## src/rtl/wb_arbiter2_if.sv

```systemverilog
// wb_arbiter2_if: Wishbone classic bus bundle; master modport drives the request, slave modport answers.
interface wb_arbiter2_if;
  logic        cyc;
  logic        stb;
  logic        we;
  logic [31:0] adr;
  logic [3:0]  sel;
  logic [31:0] dat_w;
  logic [31:0] dat_r;
  logic        ack;
  logic        err;
  logic        rty;
  modport master(output cyc, stb, we, adr, sel, dat_w, input dat_r, ack, err, rty);
  modport slave(input cyc, stb, we, adr, sel, dat_w, output dat_r, ack, err, rty);
endinterface

```

## src/rtl/wb_arbiter2.sv

```systemverilog
// wb_arbiter2: round-robin two-master Wishbone classic arbiter, ownership held per cyc.
// Define WB_ARBITER2_TIMEOUT_EN to add a watchdog that errors out stalled strobes.
module wb_arbiter2 #(
  parameter int TIMEOUT_CYCLES = 255
) (
  input logic           clk_i,
  input logic           rst_i,
  wb_arbiter2_if.slave  m0,
  wb_arbiter2_if.slave  m1,
  wb_arbiter2_if.master s
);
  typedef enum logic [1:0] {NONE, M0, M1} owner_t;
  owner_t owner_q, owner_d, grant;
  logic last_q, last_d;
  logic own0, own1, own_cyc, live, stb, abort;
  always_comb begin
    own0 = owner_q == M0;
    own1 = owner_q == M1;
    own_cyc = (own0 && m0.cyc) || (own1 && m1.cyc);
    grant = (m0.cyc && m1.cyc) ? (last_q ? M0 : M1) : m0.cyc ? M0 : m1.cyc ? M1 : NONE;
    owner_d = own_cyc ? owner_q : grant;
    last_d = (!own_cyc && grant != NONE) ? (grant == M1) : last_q;
    live = own_cyc && !abort;
    stb = live && (own0 ? m0.stb : m1.stb);
  end
  always_ff @(posedge clk_i or posedge rst_i)
    if (rst_i) begin
      owner_q <= NONE;
      last_q  <= 1'b1;
    end else begin
      owner_q <= owner_d;
      last_q  <= last_d;
    end
  assign s.cyc   = live;
  assign s.stb   = stb;
  assign s.we    = own0 ? m0.we : own1 && m1.we;
  assign s.adr   = own0 ? m0.adr : own1 ? m1.adr : '0;
  assign s.sel   = own0 ? m0.sel : own1 ? m1.sel : '0;
  assign s.dat_w = own0 ? m0.dat_w : own1 ? m1.dat_w : '0;
  // Read data is broadcast; each master qualifies it with its own ack.
  assign m0.dat_r = (own0 || own1) ? s.dat_r : '0;
  assign m1.dat_r = (own0 || own1) ? s.dat_r : '0;
  assign m0.ack = own0 && live && s.ack;
  assign m1.ack = own1 && live && s.ack;
  assign m0.err = own0 && ((live && s.err) || abort);
  assign m1.err = own1 && ((live && s.err) || abort);
  assign m0.rty = own0 && live && s.rty;
  assign m1.rty = own1 && live && s.rty;
`ifdef WB_ARBITER2_TIMEOUT_EN
  logic [15:0] tmo_cnt_q, tmo_cnt_d;
  assign abort = own_cyc && tmo_cnt_q == 16'(TIMEOUT_CYCLES);
  // The abort cycle forces stb low, so the counter restarts by itself.
  always_comb
    tmo_cnt_d = (owner_d != owner_q || !stb || s.ack || s.err || s.rty) ? '0 : tmo_cnt_q + 16'd1;
  always_ff @(posedge clk_i or posedge rst_i)
    if (rst_i) tmo_cnt_q <= '0;
    else tmo_cnt_q <= tmo_cnt_d;
`else
  logic unused_tmo;
  assign abort = 1'b0;
  assign unused_tmo = TIMEOUT_CYCLES == 0;
`endif
endmodule
```

## src/flat_wrapper.sv

```systemverilog
// flat-port wrapper written by rule: the top's interface ports become plain ports
module wb_arbiter2_flat 
#(
  parameter int TIMEOUT_CYCLES = 255
)
  (clk_i, rst_i, m0_cyc, m0_stb, m0_we, m0_adr, m0_sel, m0_dat_w, m0_dat_r, m0_ack, m0_err, m0_rty, m1_cyc, m1_stb, m1_we, m1_adr, m1_sel, m1_dat_w, m1_dat_r, m1_ack, m1_err, m1_rty, s_cyc, s_stb, s_we, s_adr, s_sel, s_dat_w, s_dat_r, s_ack, s_err, s_rty);
  wb_arbiter2_if m0_i ();
  wb_arbiter2_if m1_i ();
  wb_arbiter2_if s_i ();
  input logic clk_i;
  input logic rst_i;
  input wire logic [$bits(m0_i.cyc)-1:0] m0_cyc;
  input wire logic [$bits(m0_i.stb)-1:0] m0_stb;
  input wire logic [$bits(m0_i.we)-1:0] m0_we;
  input wire logic [$bits(m0_i.adr)-1:0] m0_adr;
  input wire logic [$bits(m0_i.sel)-1:0] m0_sel;
  input wire logic [$bits(m0_i.dat_w)-1:0] m0_dat_w;
  output wire logic [$bits(m0_i.dat_r)-1:0] m0_dat_r;
  output wire logic [$bits(m0_i.ack)-1:0] m0_ack;
  output wire logic [$bits(m0_i.err)-1:0] m0_err;
  output wire logic [$bits(m0_i.rty)-1:0] m0_rty;
  input wire logic [$bits(m1_i.cyc)-1:0] m1_cyc;
  input wire logic [$bits(m1_i.stb)-1:0] m1_stb;
  input wire logic [$bits(m1_i.we)-1:0] m1_we;
  input wire logic [$bits(m1_i.adr)-1:0] m1_adr;
  input wire logic [$bits(m1_i.sel)-1:0] m1_sel;
  input wire logic [$bits(m1_i.dat_w)-1:0] m1_dat_w;
  output wire logic [$bits(m1_i.dat_r)-1:0] m1_dat_r;
  output wire logic [$bits(m1_i.ack)-1:0] m1_ack;
  output wire logic [$bits(m1_i.err)-1:0] m1_err;
  output wire logic [$bits(m1_i.rty)-1:0] m1_rty;
  output wire logic [$bits(s_i.cyc)-1:0] s_cyc;
  output wire logic [$bits(s_i.stb)-1:0] s_stb;
  output wire logic [$bits(s_i.we)-1:0] s_we;
  output wire logic [$bits(s_i.adr)-1:0] s_adr;
  output wire logic [$bits(s_i.sel)-1:0] s_sel;
  output wire logic [$bits(s_i.dat_w)-1:0] s_dat_w;
  input wire logic [$bits(s_i.dat_r)-1:0] s_dat_r;
  input wire logic [$bits(s_i.ack)-1:0] s_ack;
  input wire logic [$bits(s_i.err)-1:0] s_err;
  input wire logic [$bits(s_i.rty)-1:0] s_rty;
  assign m0_i.cyc = m0_cyc;
  assign m0_i.stb = m0_stb;
  assign m0_i.we = m0_we;
  assign m0_i.adr = m0_adr;
  assign m0_i.sel = m0_sel;
  assign m0_i.dat_w = m0_dat_w;
  assign m0_dat_r = m0_i.dat_r;
  assign m0_ack = m0_i.ack;
  assign m0_err = m0_i.err;
  assign m0_rty = m0_i.rty;
  assign m1_i.cyc = m1_cyc;
  assign m1_i.stb = m1_stb;
  assign m1_i.we = m1_we;
  assign m1_i.adr = m1_adr;
  assign m1_i.sel = m1_sel;
  assign m1_i.dat_w = m1_dat_w;
  assign m1_dat_r = m1_i.dat_r;
  assign m1_ack = m1_i.ack;
  assign m1_err = m1_i.err;
  assign m1_rty = m1_i.rty;
  assign s_cyc = s_i.cyc;
  assign s_stb = s_i.stb;
  assign s_we = s_i.we;
  assign s_adr = s_i.adr;
  assign s_sel = s_i.sel;
  assign s_dat_w = s_i.dat_w;
  assign s_i.dat_r = s_dat_r;
  assign s_i.ack = s_ack;
  assign s_i.err = s_err;
  assign s_i.rty = s_rty;
  wb_arbiter2 #(.TIMEOUT_CYCLES(TIMEOUT_CYCLES)) u_core (.clk_i(clk_i), .rst_i(rst_i), .m0(m0_i), .m1(m1_i), .s(s_i));
endmodule
```

## config.mk

```make
export PLATFORM = sky130hd
export DESIGN_NAME = wb_arbiter2_flat
export DESIGN_NICKNAME = d
export VERILOG_FILES = /design/src/rtl/wb_arbiter2_if.sv /design/src/rtl/wb_arbiter2.sv /design/src/flat_wrapper.sv
export SDC_FILE = /design/constraint.sdc
export NUM_CORES = 1
export LEC_CHECK = 0
export CAP_MARGIN = 40
export CORE_AREA = 8 8 119 121
export DETAILED_ROUTE_END_ITERATION = 7
export DIE_AREA = 0 0 127 129
export GPL_ROUTABILITY_DRIVEN = 0
export GPL_TIMING_DRIVEN = 0
export PLACE_DENSITY_LB_ADDON = 0.12
export SYNTH_ARGS = -nofsm -noshare
export SYNTH_HDL_FRONTEND = slang
export SYNTH_SLANG_ARGS = --single-unit
```

## constraint.sdc

```tcl
create_clock -name clk_i -period 1.2 [get_ports clk_i]
set_input_delay 0.12 -clock clk_i [delete_from_list [all_inputs] [get_ports clk_i]]
set_output_delay 0.12 -clock clk_i [all_outputs]
set_load 0.03 [all_outputs]
```

=== Word-level counts from Yosys, hierarchy flattened ===
Cells that the tools add are included.

* Register bits after elaboration: 3
* Bits of input ports: 179
* Output and inout port bits: 141
* Logic and storage cells: 37

* Eq/ne operators: 3
* Multiplexer cells: 13
* Reductions and logical operators: 19

{| class="wikitable"
|+ Operators with widths
! kind !! number
|-
| $mux W32 || 5
|-
| $logic_and A1 B1 Y1 || 15
|-
| $mux W2 || 4
|-
| $mux W4 || 2
|-
| $eq A2 B2 Y1 const B || 2
|-
| $eq A2 B1 Y1 const B || 1
|-
| $logic_or A1 B1 Y1 || 2
|-
| $mux W1 || 2
|-
| $reduce_bool A2 Y1 || 1
|-
| $logic_not A1 Y1 || 1
|}

=== Longest topological paths before layout ===
Gate-level depths: netlist of the first run.

* Depth in word-level cells: 5
* Gate-level depth with buffers: 7
* Gate-level depth less buffers: 5

=== Worst setup path after synthesis of the first run ===
OpenSTA, ideal clock, no wires.

* Path kind: register to output
* From: reg u_core.owner_q[0]
* To: out m1_dat_r[10]
* Arrival time: 1.687 ns
* Data required time: 1.080 ns
* Slack: -0.607 ns
* Cell stages (with the launch flop): 6
* Cells stage by stage: dfrtp_1 inv_1 ha_1 clkbuf_1 nor2b_1 buf_4

* Cells in the longest elaborated chain, start to end: 3

{| class="wikitable"
|+ Ends and longest elaborated chain
! item !! RTL line !! source
|-
| start, declared || wb_arbiter2.sv:13 || <nowiki>owner_t owner_q, owner_d, grant;</nowiki>
|-
| start signal, assigned || wb_arbiter2.sv:31 || <nowiki>owner_q <= owner_d;</nowiki>
|-
| $eq A2 B1 Y1 / $eq A2 B2 Y1 (equally long branches) || wb_arbiter2.sv:17, wb_arbiter2.sv:18 ||
|-
| $logic_or A1 B1 Y1 * || - ||
|-
| $mux W32 * || - ||
|-
| end, declared || flat_wrapper.sv:28 || <nowiki>output wire logic [$bits(m1_i.dat_r)-1:0] m1_dat_r;</nowiki>
|}

Every way passes the cells marked *; elsewhere a longest branch is shown, timed or not.

=== Final worst setup path of the first run ===
* From: reg u_core.owner_q[0]
* To: out s_sel[2]

* Cells in the longest elaborated chain, start to end: 3

{| class="wikitable"
|+ Ends and longest elaborated chain
! item !! RTL line !! source
|-
| $eq A2 B2 Y1 || wb_arbiter2.sv:18 || <nowiki>own1 = owner_q == M1;</nowiki>
|-
| $mux W4 || wb_arbiter2.sv:38 || <nowiki>assign s.sel = own0 ? m0.sel : own1 ? m1.sel : '0;</nowiki>
|-
| $mux W4 * || wb_arbiter2.sv:38 ||
|-
| end, declared || flat_wrapper.sv:36 || <nowiki>output wire logic [$bits(s_i.sel)-1:0] s_sel;</nowiki>
|}

Marked as above.

==> results of run 1 <==
-- stage by stage --
step                 util  setup TNS (ns)  hold slack, ns  instances
global route        0.495          -82.17          0.0927        674
finish              0.495          -75.06          0.0692        674
global placement    0.458         -122.93           0.303        657
floorplan               -          -21.37          -0.127        188
detailed placement  0.458         -123.16           0.307        657
CTS                 0.492          -83.87          0.0670        674
-- synthesized netlist by cell type, types with 2 or more instances --
cell	number	area, sq um
and2_1	6	37.5
nand2_1	4	15.0
inv_1	3	11.3
nor2_1	2	7.51
buf_2	12	60.1
clkbuf_1	4	15.0
ha_1	2	25.0
a22o_1	69	604
a21oi_1	2	10.0
buf_4	32	240
buf_6	2	22.5
o21ai_1	2	10.0
dfrtp_1	2	50.1
nand3_1	3	15.0
nor2b_1	33	206
-- repair_timing --
action                     CTS  global route
pin swaps                    2             2
setup endpoints to repair  144           144
gates resized for setup    773           110
setup buffers               11             1
hold endpoints to repair     0             0
cloned                       4             0
-- worst paths after layout --
check	cells past startpoint	from	end
max	9	u_core.owner_q[0]	s_sel[2]
min	2	rst_i	u_core.owner_q[1]
max reg2reg	6	u_core.owner_q[1]	u_core.owner_q[0]
min reg2reg	2	u_core.last_q	u_core.last_q
max in group asynchronous	2	rst_i	u_core.last_q
min in group clk_i	2	u_core.last_q	u_core.last_q
-- sequential cells by signal, summed over array words and instances, names as in the netlist --
register and cells:
u_core.last_q 1, u_core.owner_q 2
-- cell type report --
class,count,share of cell area
plain buffers,48,0.101
clock buffers,4,0.0129
inverters,4,0.00288
multi-input cells,131,0.275
flip-flops and latches,3,0.0127
well taps,150,0.0308
repair buffers,334,0.565
-- worst reg2reg max path, stage by stage, from the launching register on --
cell,delay (ns)
dfrtp_1,0.42
inv_2,0.10
ha_4,0.18
buf_8,0.17
nand2_2,0.10
nand2_4,0.08
o2bb2ai_1,0.13
-- layer usage --
metal / wire [microns] / vias to the layer above
li1: - / 1341
met1: 4260 / 1290
met2: 7550 / 170
met3: 1670 / 11
met4: 144 / 2
met5: 10 / -
-- cell families after synthesis --
kind of cell             Yosys count  share of synthesized area
flip-flops                         3                     0.0536
multiplexers                       1                    0.00703
buffers and inverters             54                      0.248
AO/OA/AOI/OAI                     77                      0.458
AND/OR/NAND/NOR                   51                      0.216
adder cells (fa/ha/maj)            2                     0.0176
-- power groups by stage --
stage	clock network (mW)	registers [mW]	logic, mW
final	0.546	0.227	15.5
after global routing	0.567	0.231	16.2
after CTS	0.563	0.220	15.4
after detailed placement	0	0.207	14.2
after global placement	0	0.210	14.2
after floorplan	0	0.198	9.15
==> results.toml, run 1 <==
[sta]
relSlewSlack = 0.835
rsz0062_at_grt = "yes"
fin_crit_sh = 1.55
fin_crit_ns = 1.86
slew_viol_final = 0
fin_ws_ns = -0.659
finalSetupViolCount = 144
clock.fmax_mhz = 538
worst_slew_pin_slew_ns = 0.246
fin_skew_ns = 0.00343
hold_viol_final = 0

[layout]
final_common_cell = "clkdlybuf4s50_1"
diodes = 0
multi_input_area_sq_um = 1670
nets = 706
stdcell_area_sq_um = 6090
seq_area_sq_um = 77.6
drive_gt1_frac = 0.624
mostFrequentLayoutCells = "178 x clkdlybuf4s50_1, 134 x buf_6, 38 x a22o_4"
syn2layout_area_growth_pct = 328
num-fill-cells = 1174

[logic_synthesis]
syn_inst = 188
synth_edf_count = 0
synthesis.nets = 369
async_flop_share = 1.00
avgSynthCellArea_sq_um = 7.57
netlist_area_sq_um = 1420
yosys_warnings = 0
synth_ff_type = "dfrtp_1"
ys_ff_latch = 3
ys_seq_area_frac = 0.0536
netlist-cell-type-count = 25

[power_and_ir_drop]
intPower_mw = 8.31
power_leakage_nw = 2.81
p_comb_frac = 0.953
total_power_mw = 16.3
pwr_density_cell_nw_per_um2 = 2680
switchingPower_mw = 8.00
p_clk_frac = 0.033
irDropWorstVdd_mv = 0.905
pwr-share-seq = 0.014
netSwitchingFraction = 0.491

[setup_path]
critical_path_arrival_ns = 1.74
end_kind = "primary output"
timing.critical_path.buf_inv = 6
cpPeakStageDelay_ns = 0.41
crit_path_start_kind = "register"
crit_fanout = 9
path_cells = "inv_2 -> ha_4 -> inv_4 -> nor2_4 -> buf_12 -> buf_4 -> buf_16 -> a22o_2 -> buf_6"
critPathTopFamily = "buffers and inverters"
cp_slowest_cell = "dfrtp_2"
crit_type = "register to primary output"
r2r_slack_ns = -0.07
cp.required_ns = 1.08

[global_routing]
use_met2 = 0.314
use_met1 = 0.130
antenna_found_initial = 1
grt_max_degree = 11
grt_pass1_vias = 3223
busiest_layer = "met2"
grt_overflow = 0
grtUsageTotal = 0.154
met3_usage = 0.0794
grt_pass1_wl_microns = 19600

[outcome]
status = "finished with violations"
violations = "setup timing"

[drt]
drc = 0
drt-total-wl_microns = 13600
first_pass_iters = 4
routedWlPerCell_microns = 20.2
ant_nets = 0
initialDrtViolationCount = 32
viasPerCell = 4.18
vias = 2814

[floorplan]
ioPinCount = 320
die_w_microns = 127
die_y_microns = 129
rows = 41
initial_core_util = 0.116
core_area_sq_um = 12300
fp.dieArea_sq_um = 16400

[placement]
place_area_sq_um = 5640
port_buffers = 319
hpwlAfterDp_microns = 12000
pre_cts_slack_ns = -1.10

[cts]
hold_buffers = 0
cts_buffers = 3
htree_levels = 1
cts_tree = "built"
cts_sinks = 3
clkLatencyLatePin_ns = 0.23
ctsLongestPathBuffers = 2
clock-root-buffer = "clkbuf_16"
cts.clk_slew.worst_paths_ns = 0.03

[min_path]
hold_path.class = "primary input to asynchronous set/reset pin"

[job]
cap_viol_max_count = 0
Power figures use the tool's default switching activity.
==> run 2: changes to the inputs <==
--- a/config.mk
+++ b/config.mk
@@ -5,10 +5,11 @@
 export SDC_FILE = /design/constraint.sdc
 export NUM_CORES = 1
 export LEC_CHECK = 0
-export CAP_MARGIN = 40
-export CORE_AREA = 8 8 119 121
+export ABC_AREA = 1
+export CAP_MARGIN = 20
+export CORE_AREA = 8 8 118 120
 export DETAILED_ROUTE_END_ITERATION = 7
-export DIE_AREA = 0 0 127 129
+export DIE_AREA = 0 0 126 128
 export GPL_ROUTABILITY_DRIVEN = 0
 export GPL_TIMING_DRIVEN = 0
 export PLACE_DENSITY_LB_ADDON = 0.12
==> results.toml, run 2 <==
[sta]
clock.fmax_mhz = 573
fin_crit_sh = 1.45
fin_crit_ns = 1.74
relSlewSlack = 0.868
slew_viol_final = 0
tns_ns = -64.25
fin_skew_ns = 0.00299
rsz0062_at_grt = "yes"
worst_slew_pin_slew_ns = 0.199
fin_ws_ns = -0.545
finalSetupViolCount = 144
hold_viol_final = 0

[cts]
ctsLongestPathBuffers = 2
hold_buffers = 0
clock-root-buffer = "clkbuf_16"
htree_levels = 1
cts.clk_slew.worst_paths_ns = 0.03
clkLatencyLatePin_ns = 0.23
cts_sinks = 3
cts_tree = "built"
cts_buffers = 3

[floorplan]
die_w_microns = 126
fp.dieArea_sq_um = 16100
rows = 41
core_area_sq_um = 12200
die_y_microns = 128
initial_core_util = 0.144
ioPinCount = 320

[logic_synthesis]
ys_ff_latch = 3
syn_inst = 368
yosys_warnings = 0
avgSynthCellArea_sq_um = 4.79
ys_seq_area_frac = 0.0433
synth_edf_count = 0
synth_commonest_cells = "149 x nand2_1, 69 x nand3_1, 40 x buf_4, 40 x inv_1, 38 x nor2_1"
synth_top_area_share = 0.317
synth_top_area_cell = "nand2_1"
synthesis.nets = 549
async_flop_share = 1.00
netlist-cell-type-count = 16
synth_ff_type = "dfrtp_1"
netlist_area_sq_um = 1760
synth_area_leaders = "nand2_1 32%, nand3_1 20%, buf_4 17%"
yosysMostFrequentCell = "nand2_1"

[layout]
mostFrequentLayoutCells = "178 x clkdlybuf4s50_1, 163 x buf_6, 75 x nand2_2"
top_regs = "u_core.owner_q: 2 flops, u_core.last_q: 1 flops"
fin_util = 0.591
drive_gt1_frac = 0.610
nets = 890
instances_no_fill = 858
diodes = 0
largest_reg_flops = 2
final_common_cell = "clkdlybuf4s50_1"
num-fill-cells = 1037
top_register = "u_core.owner_q"
syn2layout_area_growth_pct = 309

[global_routing]
grtUsageTotal = 0.158
grt_max_degree = 11
grt_overflow = 0
grt_pass1_vias = 3599
grt_pass1_wl_microns = 20300
antenna_found_initial = 0

[setup_path]
r2r_slack_ns = -0.26
end_kind = "primary output"
crit_fanout = 5
critical_path_arrival_ns = 1.62
cp.required_ns = 1.08
crit_type = "register to primary output"
crit_path_start_kind = "register"

[min_path]
hold_path.class = "primary input to asynchronous set/reset pin"

[drt]
met1_length_microns = 5300
vias = 3634
wl_met2_microns = 8430
first_pass_iters = 4
routed.top_layer = "met4"
viasPerCell = 4.24
routedWlPerCell_microns = 17.9
drc = 0
wl_met3_microns = 1480
drt-total-wl_microns = 15300
ant_nets = 0
initialDrtViolationCount = 68

[power_and_ir_drop]
pwr_density_cell_nw_per_um2 = 2600
total_power_mw = 18.8
power_leakage_nw = 3.39
irDropWorstVdd_mv = 1.84

[placement]
hpwlAfterDp_microns = 11700
post-place-cells = 837
port_buffers = 319

[outcome]
violations = "setup timing"
status = "finished with violations"

[job]
cap_viol_max_count = 0
[run 2: per-stage QoR]
step / instance area, sq um / hold WS [ns] / setup slack [ns]
final: 7210 / 0.0772 / -0.545
after global routing: 7210 / 0.0987 / -0.587
after CTS: 6070 / 0.0851 / -0.555
after detailed placement: 5840 / 0.321 / -0.900
after global placement: 5840 / 0.305 / -0.877
after floorplan: 2460 / -0.127 / -0.168
[run 2: report_power, final]
group	internal, mW	total [mW]	switching [mW]
clock network	0.439	0.535	0.0959
logic	8.25	18.0	9.77
registers	0.162	0.207	0.0444
total	8.86	18.8	9.91
[run 2: final timing paths]
kind	start	to	cells after the start
max	u_core.owner_q[0]	s_adr[16]	8
min	rst_i	u_core.owner_q[0]	2
max reg2reg	u_core.owner_q[0]	u_core.last_q	8
min reg2reg	u_core.owner_q[1]	u_core.owner_q[1]	2
max in group asynchronous	rst_i	u_core.last_q	2
min in group clk_i	u_core.owner_q[1]	u_core.owner_q[1]	2
[run 2: per-layer routing]
layer / global-route usage / vias to the layer above
met3: 0.0645 / 8
li1: - / 1768
met2: 0.303 / 189
met1: 0.163 / 1669
met5: 0 / -
met4: 0.0106 / 0
[run 2: worst max-delay path: stages, from the launching register on]
cell and delay (ns):
dfrtp_1 0.40, buf_6 0.13, ha_4 0.17, buf_12 0.13
buf_16 0.14, clkbuf_16 0.17, nand2_4 0.06, nand2_2 0.06
buf_6 0.14
[run 2: final cells by class]
class,instances,area (sq um),area share
Timing Repair Buffer,335,3680,0.510
Multi-Input combinational cell,266,2260,0.314
Buffer,58,732,0.101
Tap cell,150,188,0.0260
Inverter,41,180,0.0250
Clock buffer,4,78.8,0.0109
Sequential cell,3,77.6,0.0108
Timing Repair inverter,1,16.3,0.00226
[run 2: cells by family (layout without fill, tap and decap cells)]
logic type | count (synthesis) | in the layout | share of synthesized area
and+or+nand+nor | 262 | 262 | 0.618
buffers and inverters | 99 | 439 | 0.317
DFF | 3 | 3 | 0.0433
adders and majority gates | 2 | 2 | 0.0142
AOI/OAI and AO/OA | 2 | 2 | 0.00710
[run 2: what timing repair did]
item                       4_1_cts  5_1_grt
pin swaps                        1       30
cloned                           2       10
resized for setup              748      316
setup endpoints to repair      144      144
buffers inserted                 2        3
==> run 3: changes to the inputs <==
--- a/config.mk
+++ b/config.mk
@@ -7,12 +7,14 @@
 export LEC_CHECK = 0
 export ABC_AREA = 1
 export CAP_MARGIN = 20
-export CORE_AREA = 8 8 118 120
+export CORE_AREA = 8 8 117 119
 export DETAILED_ROUTE_END_ITERATION = 7
-export DIE_AREA = 0 0 126 128
+export DIE_AREA = 0 0 125 127
+export DONT_BUFFER_PORTS = 1
 export GPL_ROUTABILITY_DRIVEN = 0
 export GPL_TIMING_DRIVEN = 0
 export PLACE_DENSITY_LB_ADDON = 0.12
+export SKIP_CTS_REPAIR_TIMING = 1
 export SYNTH_ARGS = -nofsm -noshare
 export SYNTH_HDL_FRONTEND = slang
 export SYNTH_SLANG_ARGS = --single-unit
==> results.toml, run 3 (synthesized netlist as in run 2, its figures left out) <==
[layout]
instances_no_fill = 526
nets = 561
top_regs = "u_core.owner_q: 2 flops, u_core.last_q: 1 flops"
final_common_cell = "nand2_1"
stdcell_area_sq_um = 3500
diodes = 0
syn2layout_area_growth_pct = 98.8
drive_gt1_frac = 0.599
top_register = "u_core.owner_q"
mostFrequentLayoutCells = "80 x nand2_1, 66 x nand2_4, 41 x nand3_2"
largest_reg_flops = 2

[outcome]
status = "finished with violations"
violations = "setup timing"

[global_routing]
grt_overflow = 0
grt_pass1_vias = 2408
antenna_found_initial = 0
grt_pass1_wl_microns = 14400
grt_max_degree = 11
grtUsageTotal = 0.112

[placement]
pre_cts_slack_ns = -0.331
post-place-cells = 515
port_buffers = 0
place_area_sq_um = 2640
hpwlAfterDp_microns = 9130

[drt]
first_pass_iters = 4
ant_nets = 0
viasPerCell = 4.49
initialDrtViolationCount = 51
drt-total-wl_microns = 10700
routedWlPerCell_microns = 20.4
drc = 0
vias = 2360

[cts]
cts.clk_slew.worst_paths_ns = 0.03
cts_buffers = 3
clock-root-buffer = "clkbuf_16"
cts_tree = "built"
clkLatencyLatePin_ns = 0.22
cts_sinks = 3
htree_levels = 1
ctsLongestPathBuffers = 2

[setup_path]
end_kind = "primary output"
crit_type = "register to primary output"
cp_slowest_cell = "dfrtp_1"
timing.critical_path.buf_inv = 3
crit_path_start_kind = "register"
critical_path_arrival_ns = 1.58
cpPeakStageDelay_ns = 0.42
cp.required_ns = 1.08
path_cells = "inv_2 -> ha_4 -> buf_12 -> nor2_4 -> buf_6"
crit_fanout = 10
critPathTopFamily = "flip-flops"

[job]
cap_viol_max_count = 0

[floorplan]
die_y_microns = 127
core_area_sq_um = 11800
rows = 40
ioPinCount = 320
initial_core_util = 0.149
die_w_microns = 125
fp.dieArea_sq_um = 15900

[sta]
fin_crit_sh = 1.42
whs_ns = 0.0710
relSlewSlack = 0.813
worst_slew_pin_slew_ns = 0.280
fin_crit_ns = 1.70
slew_viol_final = 0
fin_skew_ns = 0.000859
clock.fmax_mhz = 588
fin_ws_ns = -0.501
rsz0062_at_grt = "yes"
finalSetupViolCount = 144
hold_viol_final = 0

[power_and_ir_drop]
irDropWorstVdd_mv = 1.78
total_power_mw = 13.0
pwr_density_cell_nw_per_um2 = 3710
power_leakage_nw = 1.54

[min_path]
hold_path.class = "primary input to register"
[run 3: changes by cell type in the layout (fill, tap and decap cells not counted), moves of 2 or more]
cell and delta:
nand3_2 -2, nand2_2 -71, buf_6 -125, buf_12 -2, clkdlybuf4s50_1 -178, nand3_1 +11
nand3_4 -9, nand2_4 +29, buf_8 -3, clkbuf_16 -6, clkdlybuf4s15_2 -15, nand2_1 +41
buf_4 -3, clkbuf_4 +3
[run 3: worst paths after layout]
kind	startpoint	end	slack, ns	depth (start not counted)
hold reg to reg	u_core.owner_q[1]	u_core.owner_q[1]	0.57	2
min in group asynchronous	rst_i	u_core.owner_q[0]	0.23	2
hold / removal	m1_cyc	u_core.last_q	0.07	2
max in group asynchronous	rst_i	u_core.last_q	0.76	2
setup reg to reg	u_core.owner_q[1]	u_core.last_q	-0.07	7
setup / recovery	u_core.owner_q[0]	m1_dat_r[30]	-0.50	5
[run 3: layout make-up]
cell class | count | area (sq um)
clock buffers | 4 | 78.8
fillers | 1263 | 8310
inverters | 41 | 166
multi-input cells | 266 | 2200
flip-flops and latches | 3 | 76.3
repair buffers | 8 | 130
plain buffers | 57 | 673
well taps | 147 | 184
[run 3: layer usage]
metal / track usage / share of wire / routed length, microns
met3: 0.0549 / 0.11 / 1150
met5: 0 / 0 / 0
met4: 0.0107 / 0.00084 / 9
met2: 0.219 / 0.56 / 6030
met1: 0.107 / 0.33 / 3520
[run 3: per-stage QoR]
stage           util  TNS (ns)
2_1_floorplan      -    -12.69
3_3_place_gp   0.224    -29.28
3_5_place_dp   0.224    -29.96
4_1_cts        0.230    -63.11
5_1_grt        0.297    -64.86
6_report       0.297    -56.47
[run 3: power by group]
part / leakage [nW] / total (mW) / switching (mW) / internal (mW)
logic: 1.47 / 12.3 / 8.39 / 3.89
clock network: 0.0382 / 0.526 / 0.0883 / 0.438
registers: 0.0354 / 0.210 / 0.0502 / 0.159
